[src/rtl/dds_multi_core.sv]
// dds_multi_core: multi-channel DDS register writer.
//
// Programs an AD9959-style DDS through an external byte serializer. After reset
// it writes CSR/FR1/CFR and pulses io_update. On each accepted load it writes
// only the channels whose tuning/amplitude words changed since the last update,
// then pulses io_update once.
//
// Parameters:
//   NUM_CH     number of DDS channels (1..4)
//   IOUPD_CYC  io_update high time in clock cycles (1..15)
// Ports:
//   clock, reset_n         rising-edge clock, synchronous active-low reset
//   ftw, asf               per-channel tuning words / amplitude scale factors
//   pow                    per-channel phase offsets (only with DDS_PHASE_EN)
//   vco_gain, clock_multiplier, dac_fscale   static init configuration
//   load / ready / dropped new-value request, idle flag, sticky lost-load flag
//   busy / trigger         serializer handshake
//   packs_to_send          byte count of the current transfer
//   data_input             right-aligned transfer payload
//   master_reset           held high from reset until the first transfer
//   io_update              DDS register latch strobe
// Build option: define DDS_PHASE_EN to add the pow port and CPOW0 writes.
module dds_multi_core #(
    parameter int unsigned NUM_CH    = 2,
    parameter int unsigned IOUPD_CYC = 4
) (
    input  logic                 clock,
    input  logic                 reset_n,
    input  logic [32*NUM_CH-1:0] ftw,
    input  logic [10*NUM_CH-1:0] asf,
`ifdef DDS_PHASE_EN
    input  logic [14*NUM_CH-1:0] pow,
`endif
    input  logic                 vco_gain,
    input  logic [4:0]           clock_multiplier,
    input  logic [1:0]           dac_fscale,
    input  logic                 load,
    output logic                 ready,
    output logic                 dropped,
    input  logic                 busy,
    output logic                 trigger,
    output logic [4:0]           packs_to_send,
    output logic [63:0]          data_input,
    output logic                 master_reset,
    output logic                 io_update
);

    localparam int unsigned CH_W = (NUM_CH > 1) ? $clog2(NUM_CH) : 1;
    localparam logic [3:0] IOUPD_LAST = 4'(IOUPD_CYC - 1);

    typedef enum logic [3:0] {
        StReset, StInitCsr, StInitFr1, StInitCfr, StIdle, StScan, StChCsr, StChFtw,
`ifdef DDS_PHASE_EN
        StChPow,
`endif
        StChAsf, StIoupd, StWait
    } state_e;

    state_e              state_q, state_d, ret_q, ret_d;
    logic                phase_q, phase_d;  // 0: instruction byte, 1: data bytes
    logic [CH_W-1:0]     ch_q, ch_d;
    logic [3:0]          cnt_q, cnt_d;
    logic                trigger_q, trigger_d;
    logic [4:0]          packs_q, packs_d;
    logic [63:0]         data_q, data_d;
    logic                master_reset_q, master_reset_d;
    logic                dropped_q, dropped_d;
    logic                primed_q, primed_d;  // a full write has happened since reset
    logic [NUM_CH-1:0]   ftw_dirty_q, ftw_dirty_d, asf_dirty_q, asf_dirty_d;

    logic [NUM_CH-1:0][31:0] shadow_ftw_q, last_ftw_q;
    logic [NUM_CH-1:0][9:0]  shadow_asf_q, last_asf_q;
`ifdef DDS_PHASE_EN
    logic [NUM_CH-1:0][13:0] shadow_pow_q, last_pow_q;
    logic [NUM_CH-1:0]       pow_dirty_q, pow_dirty_d;
`endif

    logic                load_accept, ioupd_done;
    logic [NUM_CH-1:0]   scan_ftw_dirty, scan_asf_dirty, scan_chan, chan_dirty;
    logic                scan_any, nxt_found;
    logic [CH_W-1:0]     scan_first, nxt_ch;
    state_e              after_csr, after_ftw, after_pow, after_asf;
    logic                reg_valid;
    logic [7:0]          reg_addr;
    logic [4:0]          reg_bytes;
    logic [63:0]         reg_data;
    state_e              reg_follow;

    assign load_accept = (state_q == StIdle) && load;
    assign ioupd_done  = (state_q == StIoupd) && (cnt_q == IOUPD_LAST);

    // Dirty detection against the last values committed by io_update.
    always_comb begin
        scan_ftw_dirty = '0;
        scan_asf_dirty = '0;
        for (int k = 0; k < int'(NUM_CH); k++) begin
            scan_ftw_dirty[k] = !primed_q || (shadow_ftw_q[k] != last_ftw_q[k]);
            scan_asf_dirty[k] = !primed_q || (shadow_asf_q[k] != last_asf_q[k]);
        end
        scan_chan = scan_ftw_dirty | scan_asf_dirty;
        chan_dirty = ftw_dirty_q | asf_dirty_q;
`ifdef DDS_PHASE_EN
        for (int k = 0; k < int'(NUM_CH); k++) begin
            scan_chan[k] = scan_chan[k] || !primed_q || (shadow_pow_q[k] != last_pow_q[k]);
        end
        chan_dirty = chan_dirty | pow_dirty_q;
`endif
    end

    // Lowest dirty channel at scan time, and next dirty channel above ch_q.
    always_comb begin
        scan_any   = |scan_chan;
        scan_first = '0;
        nxt_found  = 1'b0;
        nxt_ch     = '0;
        for (int k = int'(NUM_CH) - 1; k >= 0; k--) begin
            if (scan_chan[k]) begin
                scan_first = CH_W'(k);
            end
            if (chan_dirty[k] && (k > int'(ch_q))) begin
                nxt_found = 1'b1;
                nxt_ch    = CH_W'(k);
            end
        end
    end

    // Per-channel register chain: CSR -> FTW -> (POW) -> ASF, skipping clean ones.
    always_comb begin
        after_asf = nxt_found ? StChCsr : StIoupd;
        after_pow = asf_dirty_q[ch_q] ? StChAsf : after_asf;
`ifdef DDS_PHASE_EN
        after_ftw = pow_dirty_q[ch_q] ? StChPow : after_pow;
`else
        after_ftw = after_pow;
`endif
        after_csr = ftw_dirty_q[ch_q] ? StChFtw : after_ftw;
    end

    // Address, size and payload of the register written by the current state.
    always_comb begin
        reg_valid  = 1'b1;
        reg_addr   = 8'h00;
        reg_bytes  = 5'd0;
        reg_data   = '0;
        reg_follow = StIdle;
        case (state_q)
            StInitCsr: begin
                reg_addr = 8'h00; reg_bytes = 5'd1; reg_data = 64'h06;
                reg_follow = StInitFr1;
            end
            StInitFr1: begin
                reg_addr = 8'h01; reg_bytes = 5'd3;
                reg_data = {40'b0, vco_gain, clock_multiplier, 18'b0};
                reg_follow = StInitCfr;
            end
            StInitCfr: begin
                reg_addr = 8'h03; reg_bytes = 5'd3;
                reg_data = {54'b0, dac_fscale, 8'b0};
                reg_follow = StIoupd;
            end
            StChCsr: begin
                reg_addr = 8'h00; reg_bytes = 5'd1;
                reg_data = {56'b0, 8'h06 | (8'h10 << ch_q)};
                reg_follow = after_csr;
            end
            StChFtw: begin
                reg_addr = 8'h04; reg_bytes = 5'd4;
                reg_data = {32'b0, shadow_ftw_q[ch_q]};
                reg_follow = after_ftw;
            end
`ifdef DDS_PHASE_EN
            StChPow: begin
                reg_addr = 8'h05; reg_bytes = 5'd2;
                reg_data = {50'b0, shadow_pow_q[ch_q]};
                reg_follow = after_pow;
            end
`endif
            StChAsf: begin
                reg_addr = 8'h06; reg_bytes = 5'd3;
                reg_data = {40'b0, 11'b0, 1'b1, 2'b0, shadow_asf_q[ch_q]};
                reg_follow = after_asf;
            end
            default: reg_valid = 1'b0;
        endcase
    end

    always_comb begin
        state_d        = state_q;
        ret_d          = ret_q;
        phase_d        = phase_q;
        ch_d           = ch_q;
        cnt_d          = '0;
        trigger_d      = 1'b0;
        packs_d        = packs_q;
        data_d         = data_q;
        master_reset_d = master_reset_q;
        dropped_d      = dropped_q | (load && (state_q != StIdle));
        primed_d       = primed_q;
        ftw_dirty_d    = ftw_dirty_q;
        asf_dirty_d    = asf_dirty_q;
`ifdef DDS_PHASE_EN
        pow_dirty_d    = pow_dirty_q;
`endif
        if (reg_valid) begin
            trigger_d      = 1'b1;
            master_reset_d = 1'b0;
            state_d        = StWait;
            if (!phase_q) begin
                packs_d = 5'd1;
                data_d  = {56'b0, reg_addr};
                ret_d   = state_q;
                phase_d = 1'b1;
            end else begin
                packs_d = reg_bytes;
                data_d  = reg_data;
                ret_d   = reg_follow;
                phase_d = 1'b0;
                // Last register of a channel: move on to the next dirty one.
                if (reg_follow == StChCsr) begin
                    ch_d = nxt_ch;
                end
            end
        end else begin
            case (state_q)
                StReset: state_d = StInitCsr;
                StIdle:  if (load) state_d = StScan;
                StScan: begin
                    ftw_dirty_d = scan_ftw_dirty;
                    asf_dirty_d = scan_asf_dirty;
`ifdef DDS_PHASE_EN
                    for (int k = 0; k < int'(NUM_CH); k++) begin
                        pow_dirty_d[k] = !primed_q || (shadow_pow_q[k] != last_pow_q[k]);
                    end
`endif
                    primed_d = 1'b1;
                    ch_d     = scan_first;
                    phase_d  = 1'b0;
                    state_d  = scan_any ? StChCsr : StIdle;
                end
                StIoupd: begin
                    cnt_d = cnt_q + 4'd1;
                    if (ioupd_done) state_d = StIdle;
                end
                // The previous trigger must be gone and the serializer idle.
                StWait:  if (!trigger_q && !busy) state_d = ret_q;
                default: state_d = StReset;
            endcase
        end
    end

    always_ff @(posedge clock) begin
        if (!reset_n) begin
            state_q        <= StReset;
            ret_q          <= StReset;
            phase_q        <= 1'b0;
            ch_q           <= '0;
            cnt_q          <= '0;
            trigger_q      <= 1'b0;
            packs_q        <= '0;
            data_q         <= '0;
            master_reset_q <= 1'b1;
            dropped_q      <= 1'b0;
            primed_q       <= 1'b0;
            ftw_dirty_q    <= '0;
            asf_dirty_q    <= '0;
            shadow_ftw_q   <= '0;
            shadow_asf_q   <= '0;
            last_ftw_q     <= '0;
            last_asf_q     <= '0;
`ifdef DDS_PHASE_EN
            pow_dirty_q    <= '0;
            shadow_pow_q   <= '0;
            last_pow_q     <= '0;
`endif
        end else begin
            state_q        <= state_d;
            ret_q          <= ret_d;
            phase_q        <= phase_d;
            ch_q           <= ch_d;
            cnt_q          <= cnt_d;
            trigger_q      <= trigger_d;
            packs_q        <= packs_d;
            data_q         <= data_d;
            master_reset_q <= master_reset_d;
            dropped_q      <= dropped_d;
            primed_q       <= primed_d;
            ftw_dirty_q    <= ftw_dirty_d;
            asf_dirty_q    <= asf_dirty_d;
`ifdef DDS_PHASE_EN
            pow_dirty_q    <= pow_dirty_d;
            if (load_accept) shadow_pow_q <= pow;
            if (ioupd_done)  last_pow_q   <= shadow_pow_q;
`endif
            if (load_accept) begin
                shadow_ftw_q <= ftw;
                shadow_asf_q <= asf;
            end
            if (ioupd_done) begin
                last_ftw_q <= shadow_ftw_q;
                last_asf_q <= shadow_asf_q;
            end
        end
    end

    assign ready         = (state_q == StIdle);
    assign io_update     = (state_q == StIoupd);
    assign dropped       = dropped_q;
    assign trigger       = trigger_q;
    assign packs_to_send = packs_q;
    assign data_input    = data_q;
    assign master_reset  = master_reset_q;

endmodule

[config.mk]
export PLATFORM = sky130hd
export DESIGN_NAME = dds_multi_core
export DESIGN_NICKNAME = d
export VERILOG_FILES = /design/src/rtl/dds_multi_core.sv
export SDC_FILE = /design/constraint.sdc
export NUM_CORES = 1
export LEC_CHECK = 0
export CAP_MARGIN = 20
export CORE_UTILIZATION = 49
export DETAILED_ROUTE_END_ITERATION = 10
export PLACE_DENSITY = 0.85
export REMOVE_ABC_BUFFERS = 1
export SYNTH_ARGS = -nofsm -noshare
export SYNTH_HDL_FRONTEND = slang
export SYNTH_SLANG_ARGS = --single-unit
[constraint.sdc]
create_clock -name clock -period 1.74 [get_ports clock]
set_input_delay 0.174 -clock clock [delete_from_list [all_inputs] [get_ports clock]]
set_output_delay 0.174 -clock clock [all_outputs]
set_load 0.05 [all_outputs]
=== Word level (Yosys, flattened, before mapping) ===
Cells that the tools add are included.

* Output and inout port bits: 74
* Flip-flop bits (word level): 259

* Mux-type cells: 36
* Bitwise gates (word level): 6
* Reductions and logical operators: 24
* Shift operators: 1
* Add/sub/neg operators: 1
* $lt $le $gt $ge: 2
* Equality and inequality tests: 25

{| class="wikitable"
|+ Operator list
! kind !! number
|-
| case mux 32 bit (6 select lines) || 1
|-
| 2-to-1 mux 32 bit || 3
|-
| inequality test 32 bit || 2
|-
| 2-to-1 mux 4 bit || 8
|-
| case mux 4 bit (6 select lines) || 1
|-
| == test 4 x 3 -> 1 bit, second input constant || 5
|-
| 2-to-1 mux 10 bit || 2
|-
| inequality test 10 bit || 2
|-
| case mux 4 bit (5 select lines) || 1
|-
| 2-to-1 mux 1 bit || 16
|-
| == test 4 x 2 -> 1 bit, second input constant || 3
|-
| == test 4 bit, second input constant || 3
|-
| case mux 3 bit (4 select lines) || 1
|-
| case mux 3 bit (3 select lines) || 1
|-
| AND reduction 3 bit || 3
|-
| << shifter 5 x 1 -> 8 bit, first input constant || 1
|-
| inequality test 2 bit, second input constant || 3
|-
| OR reduction 2 bit || 3
|-
| OR reduction 3 bit || 2
|-
| OR reduction 6 bit || 1
|-
| logical AND 1 bit || 5
|-
| adder 4 x 1 -> 4 bit, second input constant || 1
|-
| == test 4 x 1 -> 1 bit, second input constant || 1
|-
| zero test 4 bit || 1
|-
| 16 further kinds || 25
|}

=== Longest topological paths before layout ===
Gate-level depths: netlist of run 1.

* Depth in word-level cells: 11
* Mapped depth: 9
* Depth with buffers taken out: 7

=== Least setup slack after synthesis of run 1 ===
No wires, ideal clock.

* Kind: reg-to-reg
* Start point: register state_q[2]
* End point: register last_asf_q[5] (netlist bit)
* Cell stages (with the launch flop): 10
* Arrival: 2217 ps
* Setup time: 76 ps
* Slack: -552 ps
* Period minus slack after synthesis: 2292 ps
* Path through: dfxtp_1 -> buf_6 -> nand2b_1 -> buf_4 -> nor2_1 -> and2_1 -> buf_2 -> buf_4 -> nand2_1 -> a21boi_0

* Longest elaborated chain between the ends: 2

{| class="wikitable"
|+ RTL lines
! what !! line !! text
|-
| from (decl) || 59 || <nowiki>state_e state_q, state_d, ret_q, ret_d;</nowiki>
|-
| from (signal assigned) || 253 || <nowiki>state_q <= StReset;</nowiki>
|-
| from (signal assigned) || 276 || <nowiki>state_q <= state_d;</nowiki>
|-
| == test 4 bit || -- ||
|-
| net io_update || 45 || <nowiki>output logic io_update</nowiki>
|-
| logical AND 1 bit || 90 || <nowiki>assign ioupd_done = (state_q == StIoupd) && (cnt_q == IOUPD_LAST);</nowiki>
|-
| to (signal assigned) || 300 || <nowiki>last_asf_q <= shadow_asf_q;</nowiki>
|-
| to (decl) || 72 || <nowiki>logic [NUM_CH-1:0][9:0] shadow_asf_q, last_asf_q;</nowiki>
|}

The timed path passes the listed nets, and every way through them passes these cells.
A chain may end at the register's enable or synchronous reset.

=== Worst setup path in the final report of run 1 ===
* Start point: register state_q[1]
* End point: register state_q[1]

* Longest elaborated chain between the ends: 5
* Elaborated cells on any way between the ends: 20
* Classes of those cells: eq/ne: 13; mux: 3; reduce/logical: 4

{| class="wikitable"
|+ RTL lines
! what !! line !! text
|-
| == test 4 bit, or another cell as far along || 146 || <nowiki>case (state_q)</nowiki>
|-
| OR reduction 6 bit (no source line) || -- ||
|-
| 2-to-1 mux 1 bit || 146 ||
|-
| inequality test 3 bit (no source line), or another cell as far along || -- ||
|-
| AND reduction 3 bit (no source line) || -- ||
|}

Several ways; a longest one is shown, not always the timed one.

==> results.yml, run 1 <==
sta:
  setup_ws_ps: -76.91
  tightest_slew_ps: 587.6
  setup_violations: 7
  skew_ps: 11.41
  relSlewSlack: 0.6077
  rsz0062_at_grt: "true"
  drv_slew: 0
  fin_crit_sh: 1.044
  hold_ws_ps: 21.62
  fmax_ghz: 0.5504
  hold_viol_final: 0
  period_needed_ps: 1817
logic_synthesis:
  synth_top_cell_by_area: "dfxtp_1"
  seq_area_frac_synth: 0.4281
  synthFlopType: "dfxtp_1"
  synth_warnings: 0
  synth_cell_types: 62
  synth.most_common_cell: "nand2_1"
  synth_seq_cells: 225
  async_reset_ff_frac: 0
  synth_area_per_cell_sq_um: 8.357
  syn_inst: 1259
  synth_area_leaders: "dfxtp_1, nand2_1, a21boi_0, xnor2_1, mux2i_1"
  netlist_area_sq_mm: 0.01052
  synth_common_cells: "nand2_1, dfxtp_1, a21boi_0"
  synth_edf_count: 0
  synth_top_area_frac: 0.4281
grt:
  grt_pass1_vias: 9237
  antenna_found_initial: 0
  grt_max_degree: 70
  grt_usage: 0.2721
  grt_pass1_wl_mm: 47.66
  grt_overflow: 0
clock_tree:
  htreeDepth: 1
  cts_max_path_buffers: 3
  ctsHoldBuffers: 0
  cts_buffers: 24
  clk_latency_ps: 520
  cts-root-buf: "clkbuf_16"
  cts.clk_slew.worst_paths_ps: 60
  cts.sinks: 225
  tritoncts: "yes"
setup_path:
  crit_path_end_kind: "register"
  path_max_fanout: 5
  reg2reg_setup_slack_ps: -80
  crit_type: "reg -> reg"
  arrival_ps: 2260
  worstRegToRegCells: 7
  r2r-start: "state_q[1]$_SDFFE_PN0P_"
  critPathRequiredTime_ps: 2180
  crit_end: "state_q[1]$_SDFFE_PN0P_"
  crit_path_start: "state_q[1]$_SDFFE_PN0P_"
  startpoint_type: "register"
  reg2reg_to: "state_q[1]$_SDFFE_PN0P_"
hold_path:
  min_path_type: "in -> reg"
routing:
  drt_pass1_iterations: 5
  drt-initial-drc-count: 749
  ant_nets: 0
  via_per_inst: 5.390
  drt-total-wl_mm: 31.59
  drc_errors: 0
  vias: 9632
  wl_per_cell_microns: 17.68
power_and_ir_drop:
  peakVddDrop_mv: 0.6606
  total_power_mw: 13.35
  p_leak_nw: 5.145
  p_per_area_mw_per_mm2: 950.4
floorplanning:
  die_area_sq_mm: 0.02206
  io_pins: 170
  die_x_microns: 148.5
  die_h_microns: 148.5
  rows: 53
  start_util: 0.5005
  core_sq_mm: 0.02102
place:
  io_buffer_count: 135
  place_congestion: 0.9209
  placed_cells: 1737
  dpl.hpwl_mm: 20.85
layout:
  finalNetCount: 1596
  antenna_cells: 0
  area_growth_pct: 33.48
  drive_above_1_share: 0.1938
  fin_util: 0.6681
  instances_no_fill: 1787
job:
  drv_cap: 0
run_status:
  status: "finished with violations"
  violations: "negative setup slack"
-- worst min path at each step --
stage / startpoint / endpoint / cells after the start
2_1_floorplan: reset_n / master_reset$_SDFFE_PN1N_ / 1
3_3_place_gp: packs_to_send[2]$_SDFFE_PN0N_ / packs_to_send[2]$_SDFFE_PN0N_ / 2
3_5_place_dp: packs_to_send[2]$_SDFFE_PN0N_ / packs_to_send[2]$_SDFFE_PN0N_ / 2
4_1_cts: reset_n / shadow_asf_q[17]$_SDFFE_PN0P_ / 2
5_1_grt: reset_n / shadow_asf_q[17]$_SDFFE_PN0P_ / 2
6_report: reset_n / shadow_asf_q[17]$_SDFFE_PN0P_ / 2
-- final cells by class --
type / instances / area (sq um)
inverter: 4 / 15.01
fill: 1663 / 6978
sequential: 225 / 4519
clock inverter: 7 / 68.82
tap: 275 / 344.1
multi-input combinational: 948 / 5737
clock buffer: 32 / 671.9
timing repair buffer: 296 / 2688
-- per-layer routing --
metal,wire (microns),track usage,vias to the layer above
li1,-,-,4635
met1,13250,0.3479,4554
met2,15280,0.4666,372
met3,2025,0.03773,71
met4,1034,0.09639,0
met5,0,0,-
-- kinds of logic (layout without fill, tap and decap cells) --
kind of cell | after synthesis | after routing | share of synthesized area
XOR/XNOR | 87 | 87 | 0.07242
buffers and inverters | 120 | 339 | 0.06576
other | 1 | 34 | 0.0003564
adder cells (fa/ha/maj) | 1 | 1 | 0.001189
flip-flops | 225 | 225 | 0.4281
AND/OR/NAND/NOR | 507 | 508 | 0.2062
AO/OA/AOI/OAI | 277 | 277 | 0.1861
multiplexers | 41 | 41 | 0.03984
-- power by group --
group / leakage, nW / total, mW / internal [mW] / switching (mW)
Sequential: 1.82 / 5.51 / 5.32 / 0.188
Clock: 0.359 / 4.91 / 2.84 / 2.07
Combinational: 2.97 / 2.93 / 1.25 / 1.68
-- flip-flops by register name, summed over array words and instances (netlist names), 3 cells and up --
signal and flops:
last_ftw_q 64, shadow_ftw_q 64, data_input 32, last_asf_q 20, shadow_asf_q 20, cnt_q 4
ret_q 4, state_q 4, packs_to_send 3
-- layout by cell type, fill, tap and decap left out, types with 4 or more instances in the layout --
cell type,n
nor3_1,11
nand4_1,23
xnor2_1,62
nand2b_1,8
xnor2_2,12
o21ai_2,6
nor2_1,23
nand3_1,12
o211ai_1,5
mux2_2,7
a21oi_1,20
a21o_1,4
buf_6,6
nor2b_1,9
a21boi_1,21
mux2i_1,33
xor2_1,13
buf_12,11
clkdlybuf4s50_1,94
clkbuf_1,5
a21oi_2,4
a21boi_0,153
buf_4,168
dfxtp_1,217
clkbuf_16,28
dfxtp_2,6
o21ai_1,17
o21ai_0,15
nand2_1,382
conb_1,34
dlygate4sd2_1,14
-- metrics by stage --
stage | setup WS (ps) | setup TNS, ps | area [sq um]
floorplan | -1757 | -260150 | 9968
global placement | -205.2 | -1037 | 12880
detailed placement | -248.5 | -1826 | 12880
CTS | -60.38 | -304.9 | 13840
global route | -115.3 | -837.9 | 14040
finish | -76.91 | -253.6 | 14040
-- critical path: stages, from the launching register on --
cell and delay [ps]:
dfxtp_2 360, nand2b_1 170, buf_4 160, a21oi_2 170
a21oi_1 100, or3_4 420, a311o_1 290, o211ai_1 90
-- timing repair --
item,4_1_cts,5_1_grt
buffers inserted,4,5
endpoints found under the setup margin,125,105
cloned,1,3
pin swaps,18,13
resized for setup,64,31
(Power assumes the default switching activity.)
==> run 2, diff against run 1 <==
--- a/config.mk
+++ b/config.mk
@@ -6,9 +6,10 @@
 export NUM_CORES = 1
 export LEC_CHECK = 0
 export CAP_MARGIN = 20
-export CORE_UTILIZATION = 49
+export CORE_UTILIZATION = 57
 export DETAILED_ROUTE_END_ITERATION = 10
-export PLACE_DENSITY = 0.85
+export DONT_BUFFER_PORTS = 1
+export PLACE_DENSITY = 0.83
 export REMOVE_ABC_BUFFERS = 1
 export SYNTH_ARGS = -nofsm -noshare
 export SYNTH_HDL_FRONTEND = slang
==> run 2 against run 1 <==
The run ends with negative hold slack, negative setup slack left. Highest routed layer unchanged. Core utilization is 9.9 points higher. Critical path type unchanged. Clock skew increased by 3.4 ps. Worst hold slack lost 220 ps. Cell count decreased by 4.4%. Sequential share of layout area up 0.54 points. Die area down 14%.
==> results.yml, run 2 (synthesized netlist as in run 1, its figures left out) <==
run_status:
  violations: "negative hold slack, negative setup slack"
  status: "finished with violations"
layout:
  layout.cells.most_common_list: "nand2_1, dfxtp_1, a21boi_0"
  layout_commonest_cell: "nand2_1"
  finalNetCount: 1558
  drive_above_1_share: 0.1976
  area_growth_pct: 31.47
  instances_no_fill: 1708
  fill_cells: 1139
  stdcell_area_sq_mm: 0.01383
job:
  drv_cap: 0
setup_path:
  crit_type: "reg -> reg"
  critPathBufInv: 2
  crit_path_end_kind: "register"
  cpPeakStageDelay_ps: 420
  startpoint_type: "register"
  slowest_stage: "a21boi_0"
  crit_family: "simple AND/OR/NAND/NOR gates"
  path_max_fanout: 25
  arrival_ps: 2380
  critPathRequiredTime_ps: 2110
  path_cells: "nand2b_1 -> buf_4 -> nor2_2 -> and2_4 -> buf_12 -> nand2_1 -> a21boi_0"
floorplanning:
  die_h_microns: 137.9
  io_pins: 170
  core_sq_mm: 0.01802
  die_x_microns: 137.9
  die_area_sq_mm: 0.01901
  rows: 49
  start_util: 0.5837
sta:
  fmax_ghz: 0.4969
  hold_ws_ps: -203.3
  relSlewSlack: 0.6168
  drv_slew: 0
  tightest_slew_ps: 574.0
  hold_viol_final: 189
  rsz0062_at_grt: "true"
  setup_violations: 33
  setup_ws_ps: -272.3
  fin_crit_sh: 1.156
  skew_ps: 14.84
  period_needed_ps: 2012
routing:
  drt-total-wl_mm: 35.24
  drt-initial-drc-count: 869
  drc_errors: 0
  vias: 10070
  via_per_inst: 5.896
  drt_pass1_iterations: 5
  wl_per_cell_microns: 20.63
  ant_nets: 0
clock_tree:
  clk_latency_ps: 530
  cts_buffers: 24
  cts-root-buf: "clkbuf_16"
  tritoncts: "yes"
  cts_max_path_buffers: 3
  htreeDepth: 1
  cts.sinks: 225
  cts.clk_slew.worst_paths_ps: 60
place:
  dpl.hpwl_mm: 19.56
  place_area_sq_mm: 0.01152
  placed_cells: 1559
  place_congestion: 0.9060
  io_buffer_count: 0
grt:
  grt_overflow: 0
  grt_pass1_vias: 9310
  grt_max_degree: 197
  grt_pass1_wl_mm: 48.87
  antenna_found_initial: 1
  grt_usage: 0.3361
hold_path:
  min_path_type: "in -> reg"
power_and_ir_drop:
  p_per_area_mw_per_mm2: 997.9
  peakVddDrop_mv: 1.009
  p_leak_nw: 5.003
-- run 2: layout make-up --
cell class,count,area [sq um],area share
sequential,225,4526,0.3272
timing repair buffer,255,2381,0.1721
tap,229,286.5,0.02071
antenna,1,2.502,0.0001809
inverter,4,17.52,0.001266
multi-input combinational,951,5808,0.4199
clock buffer,34,709.4,0.05129
clock inverter,9,101.3,0.007327
-- run 2: what timing repair did --
action | 4_1_cts | 5_1_grt
endpoints found under the setup margin | 40 | 175
hold endpoints to repair | 198 | 191
hold buffers | 83 | 8
resized for setup | 33 | 91
cloned | 3 | 5
buffers inserted | 4 | 7
pin swaps | 8 | 27
-- run 2: final timing paths --
| path | start | endpoint | slack [ps] | cells past startpoint |
|---|---|---|---|---|
| max | state_q[1]$_SDFFE_PN0P_ | last_ftw_q[1]$_SDFFE_PN0P_ | -270 | 7 |
| min | reset_n | master_reset$_SDFFE_PN1N_ | -200 | 1 |
| max reg2reg | state_q[1]$_SDFFE_PN0P_ | last_ftw_q[1]$_SDFFE_PN0P_ | -270 | 7 |
| min reg2reg | ret_q[2]$_SDFFE_PN0N_ | ret_q[2]$_SDFFE_PN0N_ | 460 | 2 |
-- run 2: report_power, final --
part,total (mW),switching (mW),internal [mW]
clock network,5.30,2.17,3.13
registers,5.59,0.263,5.33
logic,2.91,1.64,1.28
-- run 2: layer usage --
metal	track usage	vias up	part of all wire
met5	0	-	0
met4	0.1425	0	0.052
met3	0.06652	156	0.082
met2	0.5667	534	0.48
met1	0.4166	4804	0.39
li1	-	4577	-
-- run 2: through the flow --
stage | util | hold slack (ps) | setup WS [ps] | total power, mW | setup TNS, ps
after floorplan | - | 235.9 | -1757 | 6.927 | -260150
after global placement | 0.6391 | 281.6 | -209.7 | 7.869 | -957.3
after detailed placement | 0.6391 | 287.6 | -221.5 | 7.879 | -1053
after CTS | 0.7413 | -245.3 | -103.0 | 13.38 | -699.4
after global routing | 0.7674 | -215.8 | -322.1 | 14.20 | -5059
final | 0.7674 | -203.3 | -272.3 | 13.80 | -2811
